[src/rtl/encoder_ctrl_if.sv]
// ---------------------------------------------------------------------------
// encoder_ctrl_if
// Groups every non-clock/reset signal of encoder_ctrl into one bundle.
//   Host handshake : IN_IMAGE, IN_VALID, IN_READY, ABORT
//   Encoder drive  : IMAGE, NEW_IMAGE
//   Encoder status : IMAGE_ENCODED, AEROUT_REQ, AEROUT_ACK (monitored only)
//   Host status    : BUSY, DONE, TIMEOUT_ERR, SPIKE_COUNT, IMG_COUNT
// Modports:
//   master : host/encoder side, drives the controller's inputs
//   slave  : the controller itself
// ---------------------------------------------------------------------------
interface encoder_ctrl_if #(
  parameter int IMAGE_SIZE      = 5,
  parameter int IMAGE_SIZE_BITS = $clog2(IMAGE_SIZE),
  parameter int PIXEL_MAX_VALUE = 10,
  parameter int PIXEL_BITS      = $clog2(PIXEL_MAX_VALUE)
);
  logic [0:IMAGE_SIZE-1][PIXEL_BITS:0] IN_IMAGE;
  logic                                IN_VALID;
  logic                                IN_READY;
  logic                                ABORT;
  logic [0:IMAGE_SIZE-1][PIXEL_BITS:0] IMAGE;
  logic                                NEW_IMAGE;
  logic                                IMAGE_ENCODED;
  logic                                AEROUT_REQ;
  logic                                AEROUT_ACK;
  logic                                BUSY;
  logic                                DONE;
  logic                                TIMEOUT_ERR;
  logic [IMAGE_SIZE_BITS:0]            SPIKE_COUNT;
  logic [15:0]                         IMG_COUNT;

  modport master (
    output IN_IMAGE, IN_VALID, ABORT, IMAGE_ENCODED, AEROUT_REQ, AEROUT_ACK,
    input  IN_READY, IMAGE, NEW_IMAGE, BUSY, DONE, TIMEOUT_ERR, SPIKE_COUNT,
           IMG_COUNT
  );

  modport slave (
    input  IN_IMAGE, IN_VALID, ABORT, IMAGE_ENCODED, AEROUT_REQ, AEROUT_ACK,
    output IN_READY, IMAGE, NEW_IMAGE, BUSY, DONE, TIMEOUT_ERR, SPIKE_COUNT,
           IMG_COUNT
  );
endinterface

[src/rtl/encoder_ctrl.sv]
// ---------------------------------------------------------------------------
// encoder_ctrl
// Frame-level controller feeding images to the spike encoder. Accepts one
// image from the host, holds it on IMAGE, pulses NEW_IMAGE, waits for the
// encoder to finish and the AER link to fall idle, then rests for
// REST_CYCLES before accepting the next image. A watchdog bounds ENCODE.
// Ports:
//   CLK : rising-edge clock
//   RST : synchronous active-high reset
//   bus : encoder_ctrl_if.slave (host handshake, encoder drive, AER monitor,
//         status/counters)
// ---------------------------------------------------------------------------
module encoder_ctrl #(
  parameter int IMAGE_SIZE      = 5,
  parameter int IMAGE_SIZE_BITS = $clog2(IMAGE_SIZE),
  parameter int PIXEL_MAX_VALUE = 10,
  parameter int PIXEL_BITS      = $clog2(PIXEL_MAX_VALUE),
  parameter int REST_CYCLES     = 16,
  parameter int TIMEOUT_CYCLES  = 1024
) (
  input logic           CLK,
  input logic           RST,
  encoder_ctrl_if.slave bus
);

  typedef enum logic [2:0] {
    S_IDLE,
    S_LOAD,
    S_ENCODE,
    S_DRAIN,
    S_REST
  } state_t;

  localparam int WDOG_W = $clog2(TIMEOUT_CYCLES + 1);
  localparam int REST_W = (REST_CYCLES > 0) ? $clog2(REST_CYCLES + 1) : 1;
  localparam logic [WDOG_W-1:0] WDOG_LAST = WDOG_W'(TIMEOUT_CYCLES - 1);
  localparam logic [REST_W-1:0] REST_LAST =
    REST_W'((REST_CYCLES > 0) ? REST_CYCLES - 1 : 0);
  localparam logic [IMAGE_SIZE_BITS:0] SPIKE_MAX = '1;
  // With a zero rest gap the REST state is skipped entirely.
  localparam state_t AFTER_RUN = (REST_CYCLES == 0) ? S_IDLE : S_REST;

  state_t                              r_state;
  state_t                              w_next;
  logic [WDOG_W-1:0]                   r_wdog;
  logic [REST_W-1:0]                   r_rest;
  logic [0:IMAGE_SIZE-1][PIXEL_BITS:0] r_image;
  logic [IMAGE_SIZE_BITS:0]            r_spikeCount;
  logic [15:0]                         r_imgCount;
  logic                                r_timeoutErr;
  logic                                r_reqQ;
  logic                                r_ackQ;
  logic                                w_accept;
  logic                                w_linkIdle;
  logic                                w_reqRise;
  logic                                w_counting;
  logic                                w_timeoutHit;
  logic                                w_imageDone;

  assign w_accept   = (r_state == S_IDLE) && bus.IN_VALID;
  // The link is judged on the registered REQ/ACK, so DONE and the DRAIN exit
  // depend only on flops and DONE lines up with the cycle that leaves DRAIN.
  assign w_linkIdle = !r_reqQ && !r_ackQ;
  assign w_reqRise  = bus.AEROUT_REQ && !r_reqQ;
  assign w_counting = (r_state == S_LOAD) || (r_state == S_ENCODE) ||
                      (r_state == S_DRAIN);

  // State register; reset and ABORT both land in IDLE.
  always_ff @(posedge CLK) begin
    if (RST) r_state <= S_IDLE;
    else     r_state <= w_next;
  end

  // Next-state logic. ABORT outranks everything outside IDLE, then the
  // watchdog, then IMAGE_ENCODED. The two strobes mark the cycles where an
  // image ends by timeout or by normal completion.
  always_comb begin
    w_next       = r_state;
    w_timeoutHit = 1'b0;
    w_imageDone  = 1'b0;
    if ((r_state != S_IDLE) && bus.ABORT) begin
      w_next = S_IDLE;
    end else begin
      case (r_state)
        S_IDLE:   if (bus.IN_VALID) w_next = S_LOAD;
        S_LOAD:   w_next = S_ENCODE;
        S_ENCODE: begin
          if (r_wdog == WDOG_LAST) begin
            w_next       = AFTER_RUN;
            w_timeoutHit = 1'b1;
          end else if (bus.IMAGE_ENCODED) begin
            w_next = S_DRAIN;
          end
        end
        S_DRAIN: begin
          if (w_linkIdle) begin
            w_next      = AFTER_RUN;
            w_imageDone = 1'b1;
          end
        end
        S_REST:   if (r_rest == REST_LAST) w_next = S_IDLE;
        default:  w_next = S_IDLE;
      endcase
    end
  end

  // Watchdog and rest counters sit at zero outside their own state, which
  // gives the clear-on-entry behaviour for free.
  always_ff @(posedge CLK) begin
    if (RST || (r_state != S_ENCODE)) r_wdog <= '0;
    else                              r_wdog <= r_wdog + WDOG_W'(1);
    if (RST || (r_state != S_REST))   r_rest <= '0;
    else                              r_rest <= r_rest + REST_W'(1);
  end

  // Image latch and spike counter. IMAGE only moves on an accepted
  // handshake; the spike count restarts there and otherwise saturates.
  always_ff @(posedge CLK) begin
    if (RST) begin
      r_image      <= '0;
      r_spikeCount <= '0;
    end else if (w_accept) begin
      r_image      <= bus.IN_IMAGE;
      r_spikeCount <= '0;
    end else if (w_counting && w_reqRise && (r_spikeCount != SPIKE_MAX)) begin
      r_spikeCount <= r_spikeCount + (IMAGE_SIZE_BITS + 1)'(1);
    end
  end

  // Host-visible status: completed-image count, sticky watchdog flag, and
  // the AER samples used for edge detection and the drain check.
  always_ff @(posedge CLK) begin
    if (RST) begin
      r_imgCount   <= '0;
      r_timeoutErr <= 1'b0;
      r_reqQ       <= 1'b0;
      r_ackQ       <= 1'b0;
    end else begin
      if (w_imageDone)  r_imgCount   <= r_imgCount + 16'd1;
      if (w_timeoutHit) r_timeoutErr <= 1'b1;
      r_reqQ <= bus.AEROUT_REQ;
      r_ackQ <= bus.AEROUT_ACK;
    end
  end

  assign bus.IN_READY    = (r_state == S_IDLE);
  assign bus.NEW_IMAGE   = (r_state == S_LOAD);
  assign bus.BUSY        = (r_state != S_IDLE);
  assign bus.DONE        = (r_state == S_DRAIN) && w_linkIdle;
  assign bus.IMAGE       = r_image;
  assign bus.TIMEOUT_ERR = r_timeoutErr;
  assign bus.SPIKE_COUNT = r_spikeCount;
  assign bus.IMG_COUNT   = r_imgCount;

endmodule

[src/flat_wrapper.sv]
// flat-port wrapper written by rule: the top's interface ports become plain ports
module encoder_ctrl_flat 
#(
  parameter int IMAGE_SIZE      = 5,
  parameter int IMAGE_SIZE_BITS = $clog2(IMAGE_SIZE),
  parameter int PIXEL_MAX_VALUE = 10,
  parameter int PIXEL_BITS      = $clog2(PIXEL_MAX_VALUE),
  parameter int REST_CYCLES     = 16,
  parameter int TIMEOUT_CYCLES  = 1024
)
  (CLK, RST, bus_IN_IMAGE, bus_IN_VALID, bus_ABORT, bus_IMAGE_ENCODED, bus_AEROUT_REQ, bus_AEROUT_ACK, bus_IN_READY, bus_IMAGE, bus_NEW_IMAGE, bus_BUSY, bus_DONE, bus_TIMEOUT_ERR, bus_SPIKE_COUNT, bus_IMG_COUNT);
  encoder_ctrl_if #(.IMAGE_SIZE(IMAGE_SIZE), .IMAGE_SIZE_BITS(IMAGE_SIZE_BITS), .PIXEL_MAX_VALUE(PIXEL_MAX_VALUE), .PIXEL_BITS(PIXEL_BITS)) bus_i ();
  input logic CLK;
  input logic RST;
  input wire logic [$bits(bus_i.IN_IMAGE)-1:0] bus_IN_IMAGE;
  input wire logic [$bits(bus_i.IN_VALID)-1:0] bus_IN_VALID;
  input wire logic [$bits(bus_i.ABORT)-1:0] bus_ABORT;
  input wire logic [$bits(bus_i.IMAGE_ENCODED)-1:0] bus_IMAGE_ENCODED;
  input wire logic [$bits(bus_i.AEROUT_REQ)-1:0] bus_AEROUT_REQ;
  input wire logic [$bits(bus_i.AEROUT_ACK)-1:0] bus_AEROUT_ACK;
  output wire logic [$bits(bus_i.IN_READY)-1:0] bus_IN_READY;
  output wire logic [$bits(bus_i.IMAGE)-1:0] bus_IMAGE;
  output wire logic [$bits(bus_i.NEW_IMAGE)-1:0] bus_NEW_IMAGE;
  output wire logic [$bits(bus_i.BUSY)-1:0] bus_BUSY;
  output wire logic [$bits(bus_i.DONE)-1:0] bus_DONE;
  output wire logic [$bits(bus_i.TIMEOUT_ERR)-1:0] bus_TIMEOUT_ERR;
  output wire logic [$bits(bus_i.SPIKE_COUNT)-1:0] bus_SPIKE_COUNT;
  output wire logic [$bits(bus_i.IMG_COUNT)-1:0] bus_IMG_COUNT;
  assign bus_i.IN_IMAGE = bus_IN_IMAGE;
  assign bus_i.IN_VALID = bus_IN_VALID;
  assign bus_i.ABORT = bus_ABORT;
  assign bus_i.IMAGE_ENCODED = bus_IMAGE_ENCODED;
  assign bus_i.AEROUT_REQ = bus_AEROUT_REQ;
  assign bus_i.AEROUT_ACK = bus_AEROUT_ACK;
  assign bus_IN_READY = bus_i.IN_READY;
  assign bus_IMAGE = bus_i.IMAGE;
  assign bus_NEW_IMAGE = bus_i.NEW_IMAGE;
  assign bus_BUSY = bus_i.BUSY;
  assign bus_DONE = bus_i.DONE;
  assign bus_TIMEOUT_ERR = bus_i.TIMEOUT_ERR;
  assign bus_SPIKE_COUNT = bus_i.SPIKE_COUNT;
  assign bus_IMG_COUNT = bus_i.IMG_COUNT;
  encoder_ctrl #(.IMAGE_SIZE(IMAGE_SIZE), .IMAGE_SIZE_BITS(IMAGE_SIZE_BITS), .PIXEL_MAX_VALUE(PIXEL_MAX_VALUE), .PIXEL_BITS(PIXEL_BITS), .REST_CYCLES(REST_CYCLES), .TIMEOUT_CYCLES(TIMEOUT_CYCLES)) u_core (.CLK(CLK), .RST(RST), .bus(bus_i));
endmodule
[config.mk]
export PLATFORM = sky130hd
export DESIGN_NAME = encoder_ctrl_flat
export DESIGN_NICKNAME = d
export VERILOG_FILES = /design/src/rtl/encoder_ctrl_if.sv /design/src/rtl/encoder_ctrl.sv /design/src/flat_wrapper.sv
export SDC_FILE = /design/constraint.sdc
export NUM_CORES = 1
export LEC_CHECK = 0
export ABC_CLOCK_PERIOD_IN_PS = 2490
export CAP_MARGIN = 20
export CORE_MARGIN = 10
export CORE_UTILIZATION = 45
export DETAILED_ROUTE_END_ITERATION = 12
export PLACE_DENSITY = 0.81
export RECOVER_POWER = 100
export SETUP_SLACK_MARGIN = 0.5
export SLEW_MARGIN = 20
export SYNTH_ARGS = -nofsm -noshare
export SYNTH_HDL_FRONTEND = slang
export SYNTH_SLANG_ARGS = --single-unit
[constraint.sdc]
create_clock -name CLK -period 2.49 [get_ports CLK]
set_input_delay 0.3735 -clock CLK [delete_from_list [all_inputs] [get_ports CLK]]
set_output_delay 0.3735 -clock CLK [all_outputs]
set_load 0.01 [all_outputs]
==> results.yml, run 1 <==
timing:
  clock_skew_ns: 0.0127
  relSlewSlack_pct: 9.43
  slew_violations: 0
  setup_viol: 0
  setup_tns_ns: 0
  worst_pin_slew_ns: 1.36
  fin_crit_ns: 2.20
  clock.fmax_mhz: 454
  rsz0062_at_grt: "yes"
  period_share_pct: 88.6
  final-hold-violation-count: 0
critical_path:
  cpMaxStageDelayCell: "dlygate4sd3_1"
  end_kind: "flip-flop"
  worstPathCellList: "dlygate4sd3_1, or3_1, or4_1, or4_1, a21oi_2"
  cpMostUsedCell: "or4_1"
  critical_path.top_delay_family: "simple AND/OR/NAND/NOR gates"
  crit_buf_inv: 1
  arrival_ns: 2.48
  critPathMaxStageDelay_ns: 0.56
  cp.depth: 5
  rr_worst_depth: 6
  startpoint_type: "input port"
  crit_type: "in2reg"
  reg2reg_setup_slack_ns: 0.43
  worstPathMaxFanout: 6
  worstPathRequired_ns: 2.76
cts:
  clkSlewWorstSetupHoldPaths_ns: 0.07
  cts_buffers: 9
  clock_latency_ns: 0.34
  h-tree-depth: 3
  clock-root-buffer: "clkbuf_8"
  cts_setup_buffers: 0
  clock_sinks: 67
  clockBufferDepth: 2
  tritoncts: "built"
detailed_routing:
  via_count: 2543
  wl_per_cell_um: 14.5
  drc: 0
  wl_um: 7180
  drtPass1Iterations: 5
  drtIter0Drc: 94
  ant_nets: 0
  viasPerCell: 5.15
final_layout:
  multi_input_area_um2: 1310
  most-common-layout-cells: "dfxtp_1 (66), nand2_1 (59), dlygate4sd3_1 (47)"
  finish.utilization_pct: 64.6
  final_common_cell: "dfxtp_1"
  fillers: 522
  drive_above_1_share_pct: 5.73
  layout.cells.non_filler: 494
  seq_area_um2: 1340
  nets: 451
  syn2layout_area_growth_pct: 40.0
  diodes: 0
die:
  design.core.area_um2: 5920
  die_x_um: 97.9
  die-height_um: 97.9
  rows: 28
  dieArea_um2: 9590
  io_pins: 82
  initial_utilization_pct: 46.1
synthesis:
  syn_area_um2: 2730
  yosys.area_share.adder_pct: 2.29
  ys_warn_count: 0
  synth_top_family_by_area: "simple AND/OR/NAND/NOR gates"
  ys_seq_area_share_pct: 49.1
  synth_xor_area_share_pct: 5.45
  netlist_instances: 329
  synth-seq-cells: 67
  syn_nets: 366
  yosys.cell_types.count: 37
  synth-compound-area-share_pct: 11.7
  syn_area_per_cell_um2: 8.30
  synthMuxAreaShare_pct: 0.733
  synthSimpleGateAreaFrac_pct: 27.3
grt:
  grt_max_degree: 32
  grtUsageTotal_pct: 15.1
  grt_pass1_vias: 2483
  grt_pass1_wl_um: 12000
  overflow: 0
  antenna_found_initial: 0
placed_design:
  place_inst: 478
  port_buffers: 81
  gp_congestion: 0.838
  hpwl_um: 5270
power_and_ir_drop:
  vdd_drop_max_mv: 0.367
  powerDensity_nw_per_um2: 632
  total_leakage_power_uw: 0.00148
flow_run:
  max_cap_violations: 0
min_path:
  hold-path-cell-count: 2
  hold_path.class: "in2reg"
status:
  status: "complete, no violations"
final timing paths:
path | from | endpoint
worst max register to register | u_core.r_state[0] | u_core.bus.IMAGE[21]
worst min register to register | u_core.bus.IMAGE[8] | u_core.bus.IMAGE[8]
worst min-delay path | RST | u_core.bus.IMG_COUNT[2]
worst max-delay path | bus_ABORT | u_core.bus.IMG_COUNT[13]
logic make-up after synthesis:
logic type,count (synthesis)
adder cells (fa/ha/maj),5
AO/OA/AOI/OAI,57
buffers and inverters,24
XOR/XNOR,17
flip-flops,67
AND/OR/NAND/NOR,157
multiplexers,2
Yosys cell counts:
cell	number	share of area [%]
xnor2_1	10	3.2
clkbuf_2	1	0.18
nand4_1	9	2.1
a221oi_1	1	0.32
a211oi_1	1	0.27
and3_1	1	0.23
ha_1	5	2.3
nand2_1	59	8.1
nand2b_1	4	0.92
and3b_1	1	0.32
or2_2	2	0.46
o211a_1	1	0.37
a21oi_1	38	7.0
o31a_1	1	0.32
nand3_1	15	2.7
nand3b_1	1	0.27
or3_1	12	2.7
xor2_1	7	2.2
buf_2	1	0.18
and2_1	1	0.23
o2111ai_1	1	0.32
and4_1	2	0.64
o21a_1	1	0.27
inv_1	8	1.1
o22ai_1	1	0.23
clkbuf_1	14	1.9
dfxtp_1	67	49
or4_1	4	1.1
nor3_1	8	1.5
a211o_1	1	0.32
nor4_1	4	0.92
o31ai_1	3	0.82
mux2i_1	2	0.73
or3b_2	1	0.32
o21ai_0	8	1.5
nor2b_1	3	0.69
nor2_1	30	4.1
area by class of cell:
type	count	share of cell area [%]
Multi-Input combinational cell	238	34.2
Inverter	8	0.785
Tap cell	75	2.45
Sequential cell	67	35.1
Clock buffer	12	3.80
Timing Repair Buffer	90	21.8
Clock inverter	4	1.93
through the flow:
step,hold slack [ns],setup slack (ns),power [uW],area (um^2)
after detailed placement,0.446,0.119,1480,3640
after global placement,0.430,0.175,1480,3640
after global routing,0.434,0.255,2540,3820
after CTS,0.422,0.512,2470,3860
final,0.430,0.285,2420,3820
after floorplan,0.418,0.505,1300,2740
registers in the layout, summed over array words and instances (netlist names):
register	count
u_core.bus.IMAGE	25
u_core.bus.IMG_COUNT	16
u_core.bus.SPIKE_COUNT	4
u_core.bus.TIMEOUT_ERR	1
u_core.r_ackQ	1
u_core.r_reqQ	1
u_core.r_rest	5
u_core.r_state	3
u_core.r_wdog	11
layer usage:
layer  part of all wire [%]  track usage [%]  vias up
li1                       -                -     1308
met1                     40             16.5     1153
met2                     48             23.5       67
met3                    8.3             7.47       15
met4                    2.7             8.17        0
met5                      0                0        -
timing repair:
action,4_1_cts,5_1_grt
gates resized for setup,5,10
hold buffers,0,0
setup endpoints to repair,6,6
power by group:
group | leakage [uW] | switching, uW | total [uW] | internal (uW)
Combinational | 0.000826 | 152 | 290 | 138
Sequential | 0.000545 | 24.6 | 1140 | 1110
Clock | 0.000111 | 398 | 990 | 592
Total | 0.00148 | 574 | 2420 | 1840
Note: power is estimated with default switching activity, not from simulation.
==> run 2: changes to the inputs <==
Settings changed: SKIP_CTS_REPAIR_TIMING set to 1.
==> run 2 against run 1 <==
Wire length rose by 0.25%. Critical path depth fell by 1. Global-route usage barely moved. Register-to-register slack got worse by 0.12 ns. Maximum frequency rose by 1.1%. Clock power barely moved. Non-clock buffer count did not move. Highest routed layer unchanged.
==> results.yml, run 2 (synthesis results as in run 1) <==
min_path:
  hold_path.class: "in2reg"
die:
  io_pins: 82
  initial_utilization_pct: 46.1
  design.core.area_um2: 5920
  die-height_um: 97.9
  die_x_um: 97.9
  rows: 28
  dieArea_um2: 9590
timing:
  fin_crit_ns: 2.18
  rsz0062_at_grt: "yes"
  setup_ws_ns: 0.308
  relSlewSlack_pct: 7.17
  period_share_pct: 87.6
  setup_viol: 0
  setup_tns_ns: 0
  clock_skew_ns: 0.0129
  slew_violations: 0
  worst_pin_slew_ns: 1.39
  final-hold-violation-count: 0
  clock.fmax_mhz: 458
critical_path:
  end_kind: "flip-flop"
  worstPathMaxFanout: 6
  startpoint_type: "flip-flop"
  arrival_ns: 2.46
  critPathMaxStageDelay_ns: 0.64
  worstPathRequired_ns: 2.76
  crit_buf_inv: 0
  critical_path.top_delay_family: "simple AND/OR/NAND/NOR gates"
  worstPathCellList: "or3_2, or4_1, or4_4, a21oi_2"
  crit_type: "reg2reg"
  cpMaxStageDelayCell: "or4_1"
final_layout:
  multi_input_area_um2: 1320
  drive_above_1_share_pct: 6.92
  seq_area_um2: 1340
  fillers: 525
  largest_reg_flops: 25
  final_common_cell: "dfxtp_1"
  most-common-layout-cells: "dfxtp_1 (66), nand2_1 (59), dlygate4sd3_1 (46)"
  syn2layout_area_growth_pct: 40.6
  diodes: 0
  nets: 451
cts:
  cts_buffers: 9
  clock_latency_ns: 0.34
  clkSlewWorstSetupHoldPaths_ns: 0.07
  clockBufferDepth: 2
  clock-root-buffer: "clkbuf_8"
  clock_sinks: 67
  h-tree-depth: 3
  tritoncts: "built"
detailed_routing:
  drtIter0Drc: 109
  wl_per_cell_um: 14.6
  drtPass1Iterations: 4
  ant_nets: 0
  via_count: 2544
  drc: 0
  wl_um: 7190
  viasPerCell: 5.15
status:
  status: "complete, no violations"
power_and_ir_drop:
  vdd_drop_max_mv: 0.367
  total_leakage_power_uw: 0.00150
  totalPowerFinal_uw: 2420
  powerDensity_nw_per_um2: 630
grt:
  antenna_found_initial: 0
  grtUsageTotal_pct: 15.0
  grt_pass1_vias: 2484
  grt_pass1_wl_um: 12000
  grt_max_degree: 32
  overflow: 0
placed_design:
  hpwl_um: 5270
  gp_congestion: 0.838
  port_buffers: 81
  pre_cts_ws_ns: 0.119
flow_run:
  max_cap_violations: 0
run 2: cell count changes in the layout (fill, tap and decap cells not counted):
cell	change
a21oi_1	-1
a21oi_2	+1
buf_4	+1
buf_6	+1
clkbuf_1	-1
dlygate4sd2_1	-1
dlygate4sd3_1	-1
dlymetal6s2s_1	+1
or3_1	-1
or3_2	+1
or4_1	-1
or4_4	+1
run 2: routing by layer:
layer / global-route usage (%) / up-vias / share of wire (%)
li1: - / 1301 / -
met1: 16.5 / 1160 / 41
met2: 23.4 / 70 / 49
met3: 7.47 / 13 / 8.4
met4: 7.94 / 0 / 2.4
met5: 0 / - / 0
run 2: per-stage QoR:
step | utilization [%] | hold WS [ns] | instances | cell area [um^2]
6_report | 64.9 | 0.402 | 494 | 3840
5_1_grt | 64.9 | 0.420 | 494 | 3840
4_1_cts | 65.1 | 0.422 | 494 | 3850
3_5_place_dp | 61.4 | 0.446 | 478 | 3640
3_3_place_gp | 61.4 | 0.430 | 478 | 3640
2_1_floorplan | - | 0.418 | 329 | 2740
run 2: final timing paths:
path                             from                       end  slack [ns]  cells past startpoint
hold / removal              bus_ABORT         u_core.r_state[2]        0.40                      3
setup reg to reg        u_core.r_ackQ  u_core.bus.IMG_COUNT[13]        0.31                      4
setup / recovery        u_core.r_ackQ  u_core.bus.IMG_COUNT[13]        0.31                      4
hold reg to reg   u_core.bus.IMAGE[8]       u_core.bus.IMAGE[8]        0.45                      2
run 2: tightest hold or removal path, delay by kind of cell:
kind | cells | cell delay, ns
AO/OA/AOI/OAI | 1 | 0.07
buffers and inverters | 2 | 0.25
run 2: where the power goes:
| part | switching (uW) | internal, uW | total (uW) | leakage [uW] |
|---|---|---|---|---|
| registers | 24.4 | 1110 | 1140 | 0.000545 |
| logic | 153 | 139 | 292 | 0.000840 |
| clock network | 398 | 592 | 990 | 0.000111 |
run 2: cell type report:
cell class | count | area share, %
timing repair buffer | 90 | 21.9
inverter | 8 | 0.782
clock buffer | 12 | 3.78
clock inverter | 4 | 1.92
sequential | 67 | 35.0
tap | 75 | 2.44
multi-input combinational | 238 | 34.2
==> RTL change 1: new RTL, settings of run 2 <==
Encoding of `state_t`: now Gray code (3 bits for 5 states).
--- a/src/rtl/encoder_ctrl.sv
+++ b/src/rtl/encoder_ctrl.sv
@@ -24,11 +24,11 @@
 );
 
   typedef enum logic [2:0] {
-    S_IDLE,
-    S_LOAD,
-    S_ENCODE,
-    S_DRAIN,
-    S_REST
+    S_IDLE   = 3'b000,
+    S_LOAD   = 3'b001,
+    S_ENCODE = 3'b011,
+    S_DRAIN  = 3'b010,
+    S_REST   = 3'b110
   } state_t;
 
   localparam int WDOG_W = $clog2(TIMEOUT_CYCLES + 1);
Function: same outputs for any inputs over 10 cycles, from zero or initial values and one cycle with RST high; not proved beyond that.
==> RTL change 1 against run 2 <==
Sequential cell count did not move. Area after synthesis fell by 0.32%. Critical path type unchanged. Hold slack got worse by 0.038 ns. Setup slack improved by 0.037 ns. First-iteration DRC count fell by 36%. Die area fell by 0.26%. Core utilization fell by 0.61 points. Critical path depth did not move. Cell area fell by 1.5%. Wire length fell by 2.0%. Critical endpoint unchanged. Count of clock-buffer cells in the layout did not move. Power fell by 9.1%.
==> RTL change 1: results (changes against run 2) <==
[pwr]
ir_drop_v=0.000314  ; -15%
p_leak_nw=1.50  ; +0.21%
switching_share_pct=23.6  ; -0.23 points

[synthesis]
synthArstFlopShare_pct=0  ; unchanged
synth_cells=324  ; -1.5%
ys_types=38  ; +2.7%
ys_seq_area_share_pct=49.3  ; +0.16 points
synth_ff_type=dfxtp_1
synth_area_leaders=dfxtp_1 49%, nand2_1 8.8%, a21oi_1 6.8%
synth_common_cells=67 x dfxtp_1, 64 x nand2_1, 37 x a21oi_1
syn_nets=361  ; -1.4%

[setup_path]
cp_max_fo=8  ; +2
cp.arrival_ns=2.40  ; -0.06 ns
r2r_setup_slack_ns=0.34  ; +0.04 ns

[detailed_routing]
vias_per_cell=5.15  ; about the same
num_vias=2520  ; -0.94%
drt_pass1_iterations=4  ; unchanged
drt_iter0_markers=70  ; -36%
wl_per_cell_um=14.4  ; -1.0%

[sta]
slew_headroom_pct=42.1  ; +35 points
final_hold_viol_count=0  ; unchanged
fin_skew_ns=0.00509  ; -0.00776 ns

[run_status]
status=finished, final reports clean

[place]
post-dp-hpwl_um=5130  ; -2.7%
io_buffers=81  ; unchanged
dpl.cell_count=469  ; -1.9%
gp_congestion=0.819  ; -2.3%

[grt]
grt_pass1_vias=2360  ; -5.0%
grt_max_degree=43  ; +34%
grt_pass1_wl_um=11500  ; -4.4%
track_usage_pct=14.4  ; -0.65 points

[cells_and_area]
diodes=0  ; unchanged
drive_gt1_share_pct=7.00  ; +0.084 points
layout.nets=447  ; -0.89%
largest_register_ffs=25  ; unchanged

[cts]
ctsHtreeMaxLevel=3  ; unchanged
clk_latency_ns=0.33

==> RTL change 1: cells by family after synthesis <==
kind of cell / Yosys count / synth area share [%]
AND/OR/NAND/NOR: 156 / 28.2
XOR/XNOR: 19 / 6.11
flip-flops: 67 / 49.3
buffers and inverters: 23 / 3.35
AO/OA/AOI/OAI: 53 / 10.4
adder cells (fa/ha/maj): 5 / 2.30
multiplexers: 1 / 0.368
==> RTL change 1: final timing paths <==
check               startpoint                  endpoint  cells past startpoint
max          u_core.r_state[2]  u_core.bus.IMG_COUNT[13]                      4
min                        RST             u_core.r_reqQ                      2
max reg2reg  u_core.r_state[2]  u_core.bus.IMG_COUNT[13]                      4
min reg2reg   u_core.r_rest[0]          u_core.r_rest[0]                      1
==> RTL change 1: routing by layer <==
metal / GRT usage, % / share of wire, % / vias up
li1: - / - / 1282
met1: 16.0 / 42 / 1155
met2: 23.5 / 49 / 70
met3: 5.14 / 6.5 / 13
met4: 7.94 / 2.7 / 0
met5: 0 / 0 / -
==> RTL change 1: through the flow <==
stage	setup WS [ns]	total power [mW]	hold WS [ns]	area [um^2]
6_report	0.345	2.20	0.364	3780
5_1_grt	0.240	2.30	0.382	3780
4_1_cts	0.106	2.24	0.352	3770
3_5_place_dp	0.193	1.41	0.442	3600
3_3_place_gp	0.219	1.41	0.431	3600
2_1_floorplan	0.484	1.26	0.418	2740
==> RTL change 1: layout make-up <==
cell class	instances	area [um^2]
fill	495	2100
sequential	67	1350
multi-input combinational	234	1290
timing repair buffer	92	853
clock buffer	12	135
tap	75	93.8
clock inverter	3	40.0
inverter	6	22.5
==> RTL change 1: critical path: stages, from the launching register on <==
cell     delay, ns
dfxtp_1       0.38
or4b_1        0.58
or3_1         0.49
or4b_4        0.51
a21oi_2       0.11
==> RTL change 1: power groups by stage <==
stage	Combinational, mW	Sequential [mW]	Clock [mW]
floorplan	0.103	1.16	0
global route	0.264	1.13	0.907
CTS	0.263	1.13	0.854
global placement	0.258	1.15	0
detailed placement	0.261	1.15	0
finish	0.241	1.13	0.833
==> RTL change 2: new RTL, flow settings as in run 2 <==
Without the edit above. `TIMEOUT_CYCLES` is set to 1024 in 2 places; all go to 256.
--- a/src/rtl/encoder_ctrl.sv
+++ b/src/rtl/encoder_ctrl.sv
@@ -16,7 +16,7 @@
   parameter int PIXEL_MAX_VALUE = 10,
   parameter int PIXEL_BITS      = $clog2(PIXEL_MAX_VALUE),
   parameter int REST_CYCLES     = 16,
-  parameter int TIMEOUT_CYCLES  = 1024
+  parameter int TIMEOUT_CYCLES  = 256
 ) (
   input logic           CLK,
   input logic           RST,
--- a/src/flat_wrapper.sv
+++ b/src/flat_wrapper.sv
@@ -6,7 +6,7 @@
   parameter int PIXEL_MAX_VALUE = 10,
   parameter int PIXEL_BITS      = $clog2(PIXEL_MAX_VALUE),
   parameter int REST_CYCLES     = 16,
-  parameter int TIMEOUT_CYCLES  = 1024
+  parameter int TIMEOUT_CYCLES  = 256
 )
   (CLK, RST, bus_IN_IMAGE, bus_IN_VALID, bus_ABORT, bus_IMAGE_ENCODED, bus_AEROUT_REQ, bus_AEROUT_ACK, bus_IN_READY, bus_IMAGE, bus_NEW_IMAGE, bus_BUSY, bus_DONE, bus_TIMEOUT_ERR, bus_SPIKE_COUNT, bus_IMG_COUNT);
   encoder_ctrl_if #(.IMAGE_SIZE(IMAGE_SIZE), .IMAGE_SIZE_BITS(IMAGE_SIZE_BITS), .PIXEL_MAX_VALUE(PIXEL_MAX_VALUE), .PIXEL_BITS(PIXEL_BITS)) bus_i ();
Formal check against the unedited RTL: no difference found for any inputs over 10 cycles, from zero or initial values and one cycle with RST high; that may be too few to reach the edited logic, so the function may still have changed.
==> RTL change 2 against run 2 <==
Non-clock buffer count is 4 lower. Cell count is 4.9% lower. Die area is 1.8% lower. Power is 1.5% higher. Sequential cell count is 2 lower. Wire length is 2.9% lower. Area after synthesis is 2.3% lower. Setup slack better by 0.074 ns. Cell area is 2.8% lower. Largest power group unchanged.
==> RTL change 2: results (changes against run 2) <==
[cells_and_area]
fillers=470  ; -10%
final_cells=470  ; -4.9%
seqCellArea_um2=1300  ; -2.9%
drive_gt1_share_pct=7.29  ; +0.37 points
largest_register_ffs=25  ; unchanged
layout.nets=432  ; -4.2%
diodes=0  ; unchanged

[cts]
clock-root-buffer=clkbuf_8
clk_latency_ns=0.33
path_clk_slew_ns=0.06
clockBufferDepth=2  ; unchanged
cts_buffers=9  ; unchanged
ctsHtreeMaxLevel=3  ; unchanged

[grt]
track_usage_pct=14.5  ; -0.58 points
grt_pass1_wl_um=11400  ; -5.0%
grt_max_degree=31  ; -3.1%
antenna_found_initial=0  ; unchanged
grt_pass1_vias=2262  ; -8.9%

[detailed_routing]
drt_iter0_markers=146  ; +34%
wl_per_cell_um=14.9  ; +2.1%
num_vias=2438  ; -4.2%
drt_pass1_iterations=4  ; unchanged

[synthesis]
ys_types=42  ; +14%
ys_seq_area_share_pct=48.8  ; -0.35 points
synth_ff_type=dfxtp_1
syn_nets=351  ; -4.1%
synth_xor_area_share_pct=5.25  ; -0.20 points
yosysWarnings=0  ; unchanged
synth_area_leaders=dfxtp_1 49%, nand2_1 7.7%, a21oi_1 6.6%
synth_common_cells=65 x dfxtp_1, 55 x nand2_1, 35 x a21oi_1
synth_compound_area_share_pct=11.8  ; +0.086 points
syn_avg_cell_area_um2=8.53  ; +2.7%
synth.area.mux_share_pct=1.17  ; +0.44 points
synth_fa_ha_area_share_pct=2.81  ; +0.52 points
synthArstFlopShare_pct=0  ; unchanged

[setup_path]
crit_slowest_cell=dlygate4sd3_1
r2r_setup_slack_ns=0.45  ; +0.14 ns
slowest_delay_ns=0.64  ; about the same
crit_family=buffers and inverters
cp_max_fo=11  ; +5
cp.arrival_ns=1.73  ; -0.73 ns

[place]
io_buffers=81  ; unchanged
post-dp-hpwl_um=5120  ; -2.9%
dpl.cell_count=454  ; -5.0%
gp_congestion=0.813  ; -3.0%

[sta]
slew_headroom_pct=12.6  ; +5.5 points
fin_skew_ns=0.00558  ; -0.00728 ns

[pwr]
ir_drop_v=0.000508  ; +38%
p_leak_nw=1.48  ; -1.1%

[run_status]
status=finished, final reports clean

[worst_hold_path]
min_path_type=input port to register

RTL change 2: cell types whose count changed after synthesis, moves of 4 or more:
cell,before,now
nand2_1,59,55
clkbuf_1,14,10
nor2_1,30,24
or4_1,4,0
RTL change 2: kinds of logic after synthesis:
family                   count (synthesis)
buffers and inverters                   26
AO/OA/AOI/OAI                           57
XOR/XNOR                                16
AND/OR/NAND/NOR                        140
adder cells (fa/ha/maj)                  6
flip-flops                              65
multiplexers                             3
RTL change 2: final timing paths:
| check | start | end | cells past startpoint |
|---|---|---|---|
| max | u_core.r_state[0] | bus_NEW_IMAGE | 2 |
| min | bus_ABORT | u_core.r_state[1] | 3 |
| max reg2reg | u_core.r_state[0] | u_core.bus.IMG_COUNT[11] | 5 |
| min reg2reg | u_core.bus.IMAGE[13] | u_core.bus.IMAGE[13] | 2 |
RTL change 2: metal layers:
layer	share of wire, %	wire length [um]	vias to the layer above	global-route usage, %
met5	0	0	-	0
li1	-	-	1235	-
met2	53	3680	55	25.8
met3	4.6	322	8	5.75
met1	42	2910	1140	15.7
met4	1.1	74	0	3.04
RTL change 2: layout make-up:
cell class	instances	area share, %
inverter	10	1.01
clock inverter	3	1.07
clock buffer	12	4.16
multi-input combinational	222	34.1
sequential	65	34.9
timing repair buffer	86	22.4
tap	72	2.41
RTL change 2: per-stage QoR:
stage / hold slack [ns] / setup slack [ns] / cell area, um^2 / util (%)
CTS: 0.455 / 0.194 / 3710 / 65.8
floorplan: 0.418 / 0.692 / 2670 / -
detailed placement: 0.444 / 0.146 / 3520 / 62.3
global placement: 0.433 / 0.186 / 3520 / 62.3
global route: 0.451 / 0.298 / 3730 / 66.2
finish: 0.449 / 0.382 / 3730 / 66.2
RTL change 2: power breakdown:
group          internal [mW]  switching [mW]  total, mW
logic                  0.208           0.221      0.430
clock network          0.508           0.366      0.875
registers               1.10          0.0489       1.15
RTL change 2: worst register-to-register path, stage by stage, from the launching register on:
cell	delay, ns
dfxtp_1	0.53
nand3b_1	0.16
clkbuf_1	0.18
or4_4	0.58
or3_1	0.38
a21oi_2	0.13
